<file path="config.mk">
export PLATFORM = sky130hd
export DESIGN_NAME = pool_relu_stream
export DESIGN_NICKNAME = d
export VERILOG_FILES = /design/src/rtl/pool_relu_stream.sv
export SDC_FILE = /design/constraint.sdc
export NUM_CORES = 2
export LEC_CHECK = 0
export ABC_AREA = 1
export BUFFER_PORTS_ARGS = -buffer_cell sky130_fd_sc_hd__buf_2
export CORE_UTILIZATION = 25
export CTS_BUF_LIST = sky130_fd_sc_hd__clkbuf_8
export DETAILED_ROUTE_END_ITERATION = 10
export SLEW_MARGIN = 20
export SYNTH_ARGS = -nofsm -noshare
export SYNTH_HDL_FRONTEND = slang
export SYNTH_SLANG_ARGS = --single-unit
</file>
<file path="constraint.sdc">
create_clock -name clk -period 9.2 [get_ports clk]
set_clock_uncertainty 0.15 [all_clocks]
set_input_delay 1.84 -clock clk [delete_from_list [all_inputs] [get_ports clk]]
set_output_delay 1.84 -clock clk [all_outputs]
set_load 0.02 [all_outputs]
</file>
<file path="src/rtl/pool_relu_stream.sv">
// Streaming multi-lane window pooling (MAX/MIN/AVG) with optional bias, ReLU and saturation.
// One accumulator lane per channel; a small FSM frames windows and sequences the two-stage result pipeline.

module pool_relu_lane #(
  parameter int DATA_WID  = 16,
  parameter int MAX_WIN   = 16,
  parameter int RECIP_WID = 16
) (
  input  logic                 clk,
  input  logic                 reset,
  input  logic                 beat_i,
  input  logic                 first_i,
  input  logic                 mask_i,
  input  logic [DATA_WID-1:0]  data_i,
  input  logic                 is_avg_i,
  input  logic                 is_min_i,
  input  logic                 bias_en_i,
  input  logic                 relu_en_i,
  input  logic [DATA_WID-1:0]  bias_i,
  input  logic [RECIP_WID-1:0] recip_i,
  input  logic                 fin_i,
  input  logic                 st2_i,
  output logic [DATA_WID-1:0]  res_o,
  output logic                 seen_o
);
  localparam int AW = DATA_WID + $clog2(MAX_WIN + 1);
  localparam int PW = AW + RECIP_WID + 1;
  localparam int EW = PW + 1;
  localparam logic signed [PW-1:0] HALF = {{(PW-RECIP_WID){1'b0}}, 1'b1, {(RECIP_WID-1){1'b0}}};
  localparam logic signed [EW-1:0] SMAX = {{(EW-DATA_WID+1){1'b0}}, {(DATA_WID-1){1'b1}}};
  localparam logic signed [EW-1:0] SMIN = {{(EW-DATA_WID+1){1'b1}}, {(DATA_WID-1){1'b0}}};

  logic signed [AW-1:0] acc_q, acc_d, dext;
  logic                 seen_q, seen_d;
  logic signed [PW-1:0] acc_x, rcp_x, prod_w, avg_w;
  logic signed [EW-1:0] pool_w, bext, p1_q, p1_d, p2_w;
  logic [DATA_WID-1:0]  res_q, res_d;
  logic                 msk_q;

  assign dext = {{(AW-DATA_WID){data_i[DATA_WID-1]}}, data_i};

  always_comb begin
    acc_d  = acc_q;
    seen_d = seen_q;
    if (beat_i) begin
      if (first_i) begin
        seen_d = mask_i;
        acc_d  = mask_i ? dext : '0;
      end else if (mask_i) begin
        seen_d = 1'b1;
        if (!seen_q)       acc_d = dext;
        else if (is_avg_i) acc_d = acc_q + dext;
        else if (is_min_i) acc_d = (dext < acc_q) ? dext : acc_q;
        else               acc_d = (dext > acc_q) ? dext : acc_q;
      end
    end
  end

  // Stage 1 (FIN): reciprocal-multiply average with round half up, then bias at full precision.
  assign acc_x  = {{(PW-AW){acc_q[AW-1]}}, acc_q};
  assign rcp_x  = {{(PW-RECIP_WID){1'b0}}, recip_i};
  assign prod_w = acc_x * rcp_x;
  assign avg_w  = (prod_w + HALF) >>> RECIP_WID;
  assign pool_w = is_avg_i ? {avg_w[PW-1], avg_w} : {{(EW-AW){acc_q[AW-1]}}, acc_q};
  assign bext   = bias_en_i ? {{(EW-DATA_WID){bias_i[DATA_WID-1]}}, bias_i} : '0;
  assign p1_d   = seen_q ? (pool_w + bext) : '0;

  // Stage 2: ReLU then saturate to the data width.
  assign p2_w = (relu_en_i && p1_q[EW-1]) ? '0 : p1_q;
  always_comb begin
    res_d = p2_w[DATA_WID-1:0];
    if (p2_w > SMAX)      res_d = SMAX[DATA_WID-1:0];
    else if (p2_w < SMIN) res_d = SMIN[DATA_WID-1:0];
  end

  always_ff @(posedge clk or negedge reset) begin
    if (!reset) begin
      acc_q  <= '0;
      seen_q <= 1'b0;
      p1_q   <= '0;
      res_q  <= '0;
      msk_q  <= 1'b0;
    end else begin
      acc_q  <= acc_d;
      seen_q <= seen_d;
      if (fin_i) p1_q <= p1_d;
      if (st2_i) begin
        res_q <= res_d;
        msk_q <= seen_q;
      end
    end
  end

  assign res_o  = res_q;
  assign seen_o = msk_q;
endmodule

module pool_relu_stream #(
  parameter int DATA_WID  = 16,
  parameter int NCH       = 4,
  parameter int MAX_WIN   = 16,
  parameter int RECIP_WID = 16
) (
  input  logic                    clk,
  input  logic                    reset,
  input  logic                    in_valid,
  output logic                    in_ready,
  input  logic                    in_last,
  input  logic [NCH-1:0]          in_mask,
  input  logic [NCH*DATA_WID-1:0] in_data,
  input  logic [1:0]              in_mode,
  input  logic                    in_bias_en,
  input  logic                    in_relu_en,
  input  logic [NCH*DATA_WID-1:0] in_bias,
  input  logic [RECIP_WID-1:0]    in_avg_recip,
  output logic                    out_valid,
  input  logic                    out_ready,
  output logic [NCH*DATA_WID-1:0] out_data,
  output logic [NCH-1:0]          out_mask
);
  localparam int CW = $clog2(MAX_WIN + 1);

  typedef enum logic [1:0] {S_IDLE, S_ACC, S_FIN, S_HOLD} state_t;
  state_t st_q, st_d;

  logic [CW-1:0]           cnt_q, cnt_nxt;
  logic [1:0]              mode_q;
  logic                    bias_en_q, relu_en_q, fin_q, out_valid_q;
  logic [NCH*DATA_WID-1:0] bias_q;
  logic [RECIP_WID-1:0]    recip_q;
  logic                    beat, first, last_eff;
  logic [NCH-1:0][DATA_WID-1:0] lane_res;
  logic [NCH-1:0]          lane_msk;

  assign in_ready = reset && (st_q == S_IDLE || st_q == S_ACC);
  assign beat     = in_valid && in_ready;
  assign first    = beat && (st_q == S_IDLE);
  assign cnt_nxt  = first ? CW'(1) : cnt_q + CW'(1);
  assign last_eff = in_last || (cnt_nxt == CW'(MAX_WIN));

  always_comb begin
    st_d = st_q;
    case (st_q)
      S_IDLE: if (beat) st_d = last_eff ? S_FIN : S_ACC;
      S_ACC:  if (beat && last_eff) st_d = S_FIN;
      S_FIN:  st_d = S_HOLD;
      S_HOLD: if (out_valid_q && out_ready) st_d = S_IDLE;
      default: st_d = S_IDLE;
    endcase
  end

  always_ff @(posedge clk or negedge reset) begin
    if (!reset) begin
      st_q        <= S_IDLE;
      cnt_q       <= '0;
      mode_q      <= '0;
      bias_en_q   <= 1'b0;
      relu_en_q   <= 1'b0;
      bias_q      <= '0;
      recip_q     <= '0;
      fin_q       <= 1'b0;
      out_valid_q <= 1'b0;
    end else begin
      st_q  <= st_d;
      fin_q <= (st_q == S_FIN);
      if (beat) cnt_q <= cnt_nxt;
      // Window configuration is frozen by its first beat.
      if (first) begin
        mode_q    <= in_mode;
        bias_en_q <= in_bias_en;
        relu_en_q <= in_relu_en;
        bias_q    <= in_bias;
        recip_q   <= in_avg_recip;
      end
      if (fin_q)                          out_valid_q <= 1'b1;
      else if (out_valid_q && out_ready) out_valid_q <= 1'b0;
    end
  end

  for (genvar g = 0; g < NCH; g++) begin : g_lane
    pool_relu_lane #(
      .DATA_WID(DATA_WID), .MAX_WIN(MAX_WIN), .RECIP_WID(RECIP_WID)
    ) u_lane (
      .clk       (clk),
      .reset     (reset),
      .beat_i    (beat),
      .first_i   (first),
      .mask_i    (in_mask[g]),
      .data_i    (in_data[g*DATA_WID +: DATA_WID]),
      .is_avg_i  (mode_q == 2'b01),
      .is_min_i  (mode_q == 2'b10),
      .bias_en_i (bias_en_q),
      .relu_en_i (relu_en_q),
      .bias_i    (bias_q[g*DATA_WID +: DATA_WID]),
      .recip_i   (recip_q),
      .fin_i     (st_q == S_FIN),
      .st2_i     (fin_q),
      .res_o     (lane_res[g]),
      .seen_o    (lane_msk[g])
    );
  end

  assign out_valid = out_valid_q;
  assign out_data  = lane_res;
  assign out_mask  = lane_msk;
endmodule

</file>
Word-level counts from Yosys, hierarchy flattened
Cells that the tools add are included.
{"block": "totals", "reg_bits": 405, "latchBits": 0, "mem_bits_rw": 0, "rom_bits": 0, "input_bits": 157, "output_inout_bits": 70, "wordCells": 177, "mem_count": 0}
{"block": "op_classes", "add_sub_neg": 13, "multipliers": 4, "div_mod_pow": 0, "magnitude_cmp": 16, "n_eq_ne": 17, "shifts": 0, "n_mux": 72, "bitwise": 0, "n_reduce_logical": 26}
{"operator": "2-to-1 mux 21 bit", "n": 32}
{"operator": "2-to-1 mux 39 bit", "n": 16}
{"operator": "adder 39 bit", "n": 4}
{"operator": "greater-than comparator 39 x 16 -> 1 bit, second input constant", "n": 4}
{"operator": "< comparator 39 x 16 -> 1 bit, second input constant", "n": 4}
{"operator": "adder 38 x 17 -> 38 bit, second input constant", "n": 4}
{"operator": "multiplier 21 x 17 -> 38 bit", "n": 4}
{"operator": "2-to-1 mux 16 bit", "n": 8}
{"operator": "adder 21 x 16 -> 21 bit", "n": 4}
{"operator": "greater-than comparator 16 x 21 -> 1 bit", "n": 4}
{"operator": "< comparator 16 x 21 -> 1 bit", "n": 4}
{"operator": "inequality test 5 bit, second input constant", "n": 6}
{"operator": "AND reduction 4 bit", "n": 4}
{"operator": "2-to-1 mux 1 bit", "n": 10}
{"operator": "nonzero test 2 bit", "n": 5}
{"operator": "logical AND 1 bit", "n": 9}
{"operator": "2-to-1 mux 2 bit", "n": 4}
{"operator": "case mux 2 bit (4 select lines)", "n": 1}
{"operator": "AND reduction 2 bit", "n": 4}
{"operator": "== test 2 bit, second input constant", "n": 3}
{"operator": "adder 5 x 1 -> 5 bit, second input constant", "n": 1}
{"operator": "== test 5 bit, second input constant", "n": 1}
{"operator": "2-to-1 mux 5 bit", "n": 1}
{"operator": "inequality test 5 x 3 -> 1 bit, second input constant", "n": 1}
{"operator": "7 further kinds", "n": 10}

Longest topological paths before layout
{"block": "logic_depth", "ltp_word": 11, "depth_mapped": 45, "mapped_depth_nobuf": 43}

Modules after synthesis
From an unflattened synthesis, not the netlist that was laid out.
{"block": "hier_totals", "hier_cells": 12211, "area_unflattened_um2": 86065.0}
{"module": "pool_relu_lane (g_lane[0].u_lane)", "instances": 1, "cells_per_inst": 2962, "area_each_um2": 20671.1, "seq_area_each_um2": 1951.9}
{"module": "pool_relu_lane (g_lane[1].u_lane)", "instances": 1, "cells_per_inst": 2968, "area_each_um2": 20647.3, "seq_area_each_um2": 1951.9}
{"module": "pool_relu_lane (g_lane[3].u_lane)", "instances": 1, "cells_per_inst": 2944, "area_each_um2": 20566.0, "seq_area_each_um2": 1951.9}
{"module": "pool_relu_lane (g_lane[2].u_lane)", "instances": 1, "cells_per_inst": 2905, "area_each_um2": 20425.8, "seq_area_each_um2": 1951.9}
{"module": "pool_relu_stream", "instances": 1, "cells_per_inst": 432, "area_each_um2": 3754.9, "seq_area_each_um2": 2327.2}

Worst setup path after synthesis
Ideal clock, no wire load.
{"block": "synth_path", "kind": "reg-to-reg", "startpoint": "reg recip_q[9]", "endpoint": "reg g_lane[2].u_lane.p1_q[22]", "setup_time_ps": 123, "arrival_ps": 6902, "slack_ps": 2025, "stages_incl_launch_ff": 33, "n_path_buf": 2, "path_cell_list": "dfrtp_1 > clkbuf_1 > buf_1 > nand2_1 > fa_1 > inv_1 > fa_1 > inv_1 > fa_1 > inv_1 > fa_1 > fa_1 > inv_1 > fa_1 > inv_1 > ha_1 > a21oi_1 > o21ai_0 > a21boi_0 > nand3_1 > or2_2 > nand3_1 > o21ai_0 > ha_1 > a21oi_1 > o21ai_1 > a21oi_1 > o21ai_0 > nand4_1 > o211ai_1 > nand2_1 > nand2_2 > nand2_1"}
{"block": "synth_via", "elab_chain_cells": 5}
{"item": "from (decl)", "line_no": "130", "rtl": "logic [RECIP_WID-1:0] recip_q;"}
{"item": "from (signal assigned)", "line_no": "173", "rtl": "recip_q <= in_avg_recip;"}
{"item": "multiplier 21 x 17 -> 38 bit", "line_no": "62", "rtl": "assign prod_w = acc_x * rcp_x;"}
{"item": "adder 38 x 17 -> 38 bit", "line_no": "63", "rtl": "assign avg_w = (prod_w + HALF) >>> RECIP_WID;"}
{"item": "2-to-1 mux 39 bit", "line_no": "64", "rtl": "assign pool_w = is_avg_i ? {avg_w[PW-1], avg_w} : {{(EW-AW){acc_q[AW-1]}}, acc_q};"}
{"item": "adder 39 bit", "line_no": "66", "rtl": "assign p1_d = seen_q ? (pool_w + bext) : '0;"}
{"item": "2-to-1 mux 39 bit", "line_no": "66"}
{"item": "to (signal assigned)", "line_no": "86", "rtl": "if (fin_i) p1_q <= p1_d;"}
{"item": "to (decl)", "line_no": "36", "rtl": "logic signed [EW-1:0] pool_w, bext, p1_q, p1_d, p2_w;"}
Every way passes these cells.
A chain may end at the register's enable or synchronous reset.

Worst setup path after layout
{"block": "layout_path", "startpoint": "reg recip_q[11]", "endpoint": "reg g_lane[0].u_lane.p1_q[38]"}
{"block": "layout_via", "elab_chain_cells": 5}
{"item": "multiplier 21 x 17 -> 38 bit", "line_no": "62"}
{"item": "adder 38 x 17 -> 38 bit", "line_no": "63"}
{"item": "2-to-1 mux 39 bit", "line_no": "64"}
{"item": "adder 39 bit", "line_no": "66"}
{"item": "2-to-1 mux 39 bit", "line_no": "66"}
{"item": "to (signal assigned)", "line_no": "86"}
{"item": "to (decl)", "line_no": "36"}
Every way passes these cells.

==> run_results.csv <==
group,metric,value,unit
yosys,ys_ff_latch,405,
job,cap_violations,0,
yosys,async_flop_share,100,%
worst_setup_path,reg2reg_slack,0.57,ns
detailed_routing,avgViaCountPerCell,4.45,
yosys,synth_fp_nets,14300,
worst_setup_path,cpPeakStageDelay,0.93,ns
cells_and_area,layout-drive-gt1-share,4.82,%
timing,setup_viol,0,
place,numPortBuffers,226,
cells_and_area,num-fill-cells,37500,
worst_setup_path,endpoint_kind,"register",
yosys,yosysMostFrequentCell,"nand2_1",
worst_hold_path,worst_hold_path_type,"reg2reg",
detailed_routing,drc,0,
timing,max_freq,116,MHz
place,hpwl,221,mm
floorplanning,std_cell_rows,214,
timing,hold_violations,0,
outcome,outcome,"complete, no violations",
worst_setup_path,cp_top_family,"adder cells",
clock_tree,clockBufferDepth,3,
timing,drv_slew,0,
detailed_routing,firstDrtPassIters,7,
yosys,syn_avg_cell_area,7.10,µm²
global_route,antenna_found_initial,32,
detailed_routing,via_count,74000,
worst_setup_path,slowest_stage,"dfrtp_4",
clock_tree,cts_buffers,77,
yosys,ys_warn_count,0,
floorplanning,core_area,340000,µm²
worst_setup_path,cp.required,9.65,ns
global_route,grt_pass1_wl,433,mm
clock_tree,cts.clk_slew.worst_paths,0.06,ns
clock_tree,insertion_delay,0.83,ns
timing,setup_tns,0,ns
place,gp_congestion,0.936,
floorplanning,die-area,345000,µm²
clock_tree,cts_tree,"done",
clock_tree,cts.repair.resized,0,
global_route,overflow,0,
floorplanning,dieHeight,587,µm
yosys,yosysTopAreaCell,"fa_1",
worst_setup_path,critical_path_class,"reg2reg",
detailed_routing,drt-initial-drc-count,5292,
worst_setup_path,path_max_fanout,55,
worst_setup_path,critPathBufInv,5,
clock_tree,cts.sink_count,405,
clock_tree,root_buffer,"clkbuf_8",
yosys,syn-instance-count,12100,
yosys,synth-edff-count,0,
yosys,synth_area_leaders,"fa_1, nand2_1, inv_1",
floorplanning,start_util,25.2,%
worst_setup_path,cp.arrival,9.08,ns
yosys,yosysSeqAreaShare,11.8,%
yosys,synth_top_area_share,31.4,%
timing,fin_crit,8.63,ns
worst_setup_path,startpoint_type,"register",
detailed_routing,antenna_left,0,
yosys,yosysUniqueCellTypes,67,
yosys,synth_area,85600,µm²
timing,tightest_slew,1.15,ns
floorplanning,die_w,587,µm
detailed_routing,wl,275,mm
yosys,ys.flop_type,"dfrtp_1",
timing,final.period_utilization,93.8,%
clock_tree,htreeDepth,3,
cells_and_area,syn_to_final_growth,9.07,%
global_route,grt_use_total,15.9,%
global_route,grt_pass1_vias,75800,
detailed_routing,wl_per_cell,16.5,µm
cells_and_area,nets,14200,
timing,rsz0062_at_grt,"false",
timing,slew_headroom,23.3,%
floorplanning,io_pins,227,
global_route,grt_max_degree,156,
yosys,synth_common_cells,"nand2_1, inv_1, fa_1",
## path summary, 6_finish.rpt
path,startpoint,end,cells after the start
setup / recovery,recip_q[11],g_lane[0].u_lane.p1_q[38],31
hold / removal,bias_q[27],bias_q[27],2
setup reg to reg,recip_q[11],g_lane[0].u_lane.p1_q[38],31
hold reg to reg,bias_q[27],bias_q[27],2
max in group asynchronous,reset,g_lane[3].u_lane.acc_q[1],4
min in group asynchronous,reset,g_lane[1].u_lane.res_o[11],1
## through the flow
stage                     utilization, %  hold WS [ns]  cell area (µm²)  setup slack, ns  cells
after floorplan                        -         0.292            85600             2.03  12100
after global placement              26.9         0.306            91600            0.747  16500
after detailed placement            26.9         0.311            91600            0.707  16500
after CTS                           27.4         0.326            93300            0.603  16600
after global routing                27.4         0.342            93400           0.0123  16600
final                               27.4         0.321            93400            0.569  16600
## worst register-to-register path, delay by kind of cell, from the launching register on
kind | cells | cell delay, ns
adder cells (fa/ha/maj) | 8 | 3.77
AND/OR/NAND/NOR | 11 | 1.61
flip-flops | 1 | 0.93
buffers and inverters | 5 | 0.72
AO/OA/AOI/OAI | 7 | 1.23
## repair_timing
item,CTS,global route
buffers inserted,0,2
hold buffers,0,0
setup endpoints to repair,0,8
## per-layer routing
metal / GRT usage (%) / wire length (µm) / vias up
met5: 0 / 84 / -
met3: 1.89 / 16100 / 429
met4: 5.00 / 9900 / 12
li1: - / - / 35300
met1: 20.9 / 120000 / 36200
met2: 27.2 / 129000 / 2089
## layout make-up
| cell class | count | area (µm²) | area share (%) |
|---|---|---|---|
| antenna | 2 | 5.00 | 0.00536 |
| clock buffer | 96 | 1320 | 1.42 |
| clock inverter | 38 | 355 | 0.381 |
| inverter | 3198 | 12000 | 12.9 |
| multi-input combinational | 8013 | 61600 | 66.0 |
| sequential | 405 | 10200 | 10.9 |
| tap | 4536 | 5680 | 6.08 |
| timing repair buffer | 348 | 2180 | 2.34 |
## cell families after synthesis
group / after synthesis / synth area share [%]
AOI/OAI and AO/OA: 1027 / 6.71
DFF: 405 / 11.8
and+or+nand+nor: 4876 / 22.9
xor gates and xnor gates: 73 / 0.747
adders and majority gates: 2037 / 41.6
buffers and inverters: 3647 / 16.2
## registers in the layout (all words and copies together), names as in the netlist, 4 cells and up
signal / flops
g_lane.u_lane.acc_q: 84
g_lane.u_lane.p1_q: 156
g_lane.u_lane.seen_o: 4
recip_q: 16
g_lane.u_lane.res_o: 64
bias_q: 64
g_lane.u_lane.seen_q: 4
cnt_q: 5
## cells in the final DEF, fill, tap and decap left out, drive strengths merged, types with 22 or more instances in the layout
master  instances
a21o           32
a21oi         403
a31oi          38
buf           348
clkbuf         96
dfrtp         405
fa           1344
ha            693
inv          3219
nand2        3630
nand3         457
nand3b         22
nand4          82
nor2          554
nor3           55
nor4           32
o21ai         389
o21bai         59
or2            30
xnor2          34
xor2           39
Power is left out: the tool's default activity adds up to more than one toggle a clock period on the data nets, which glitch-free logic cannot reach.
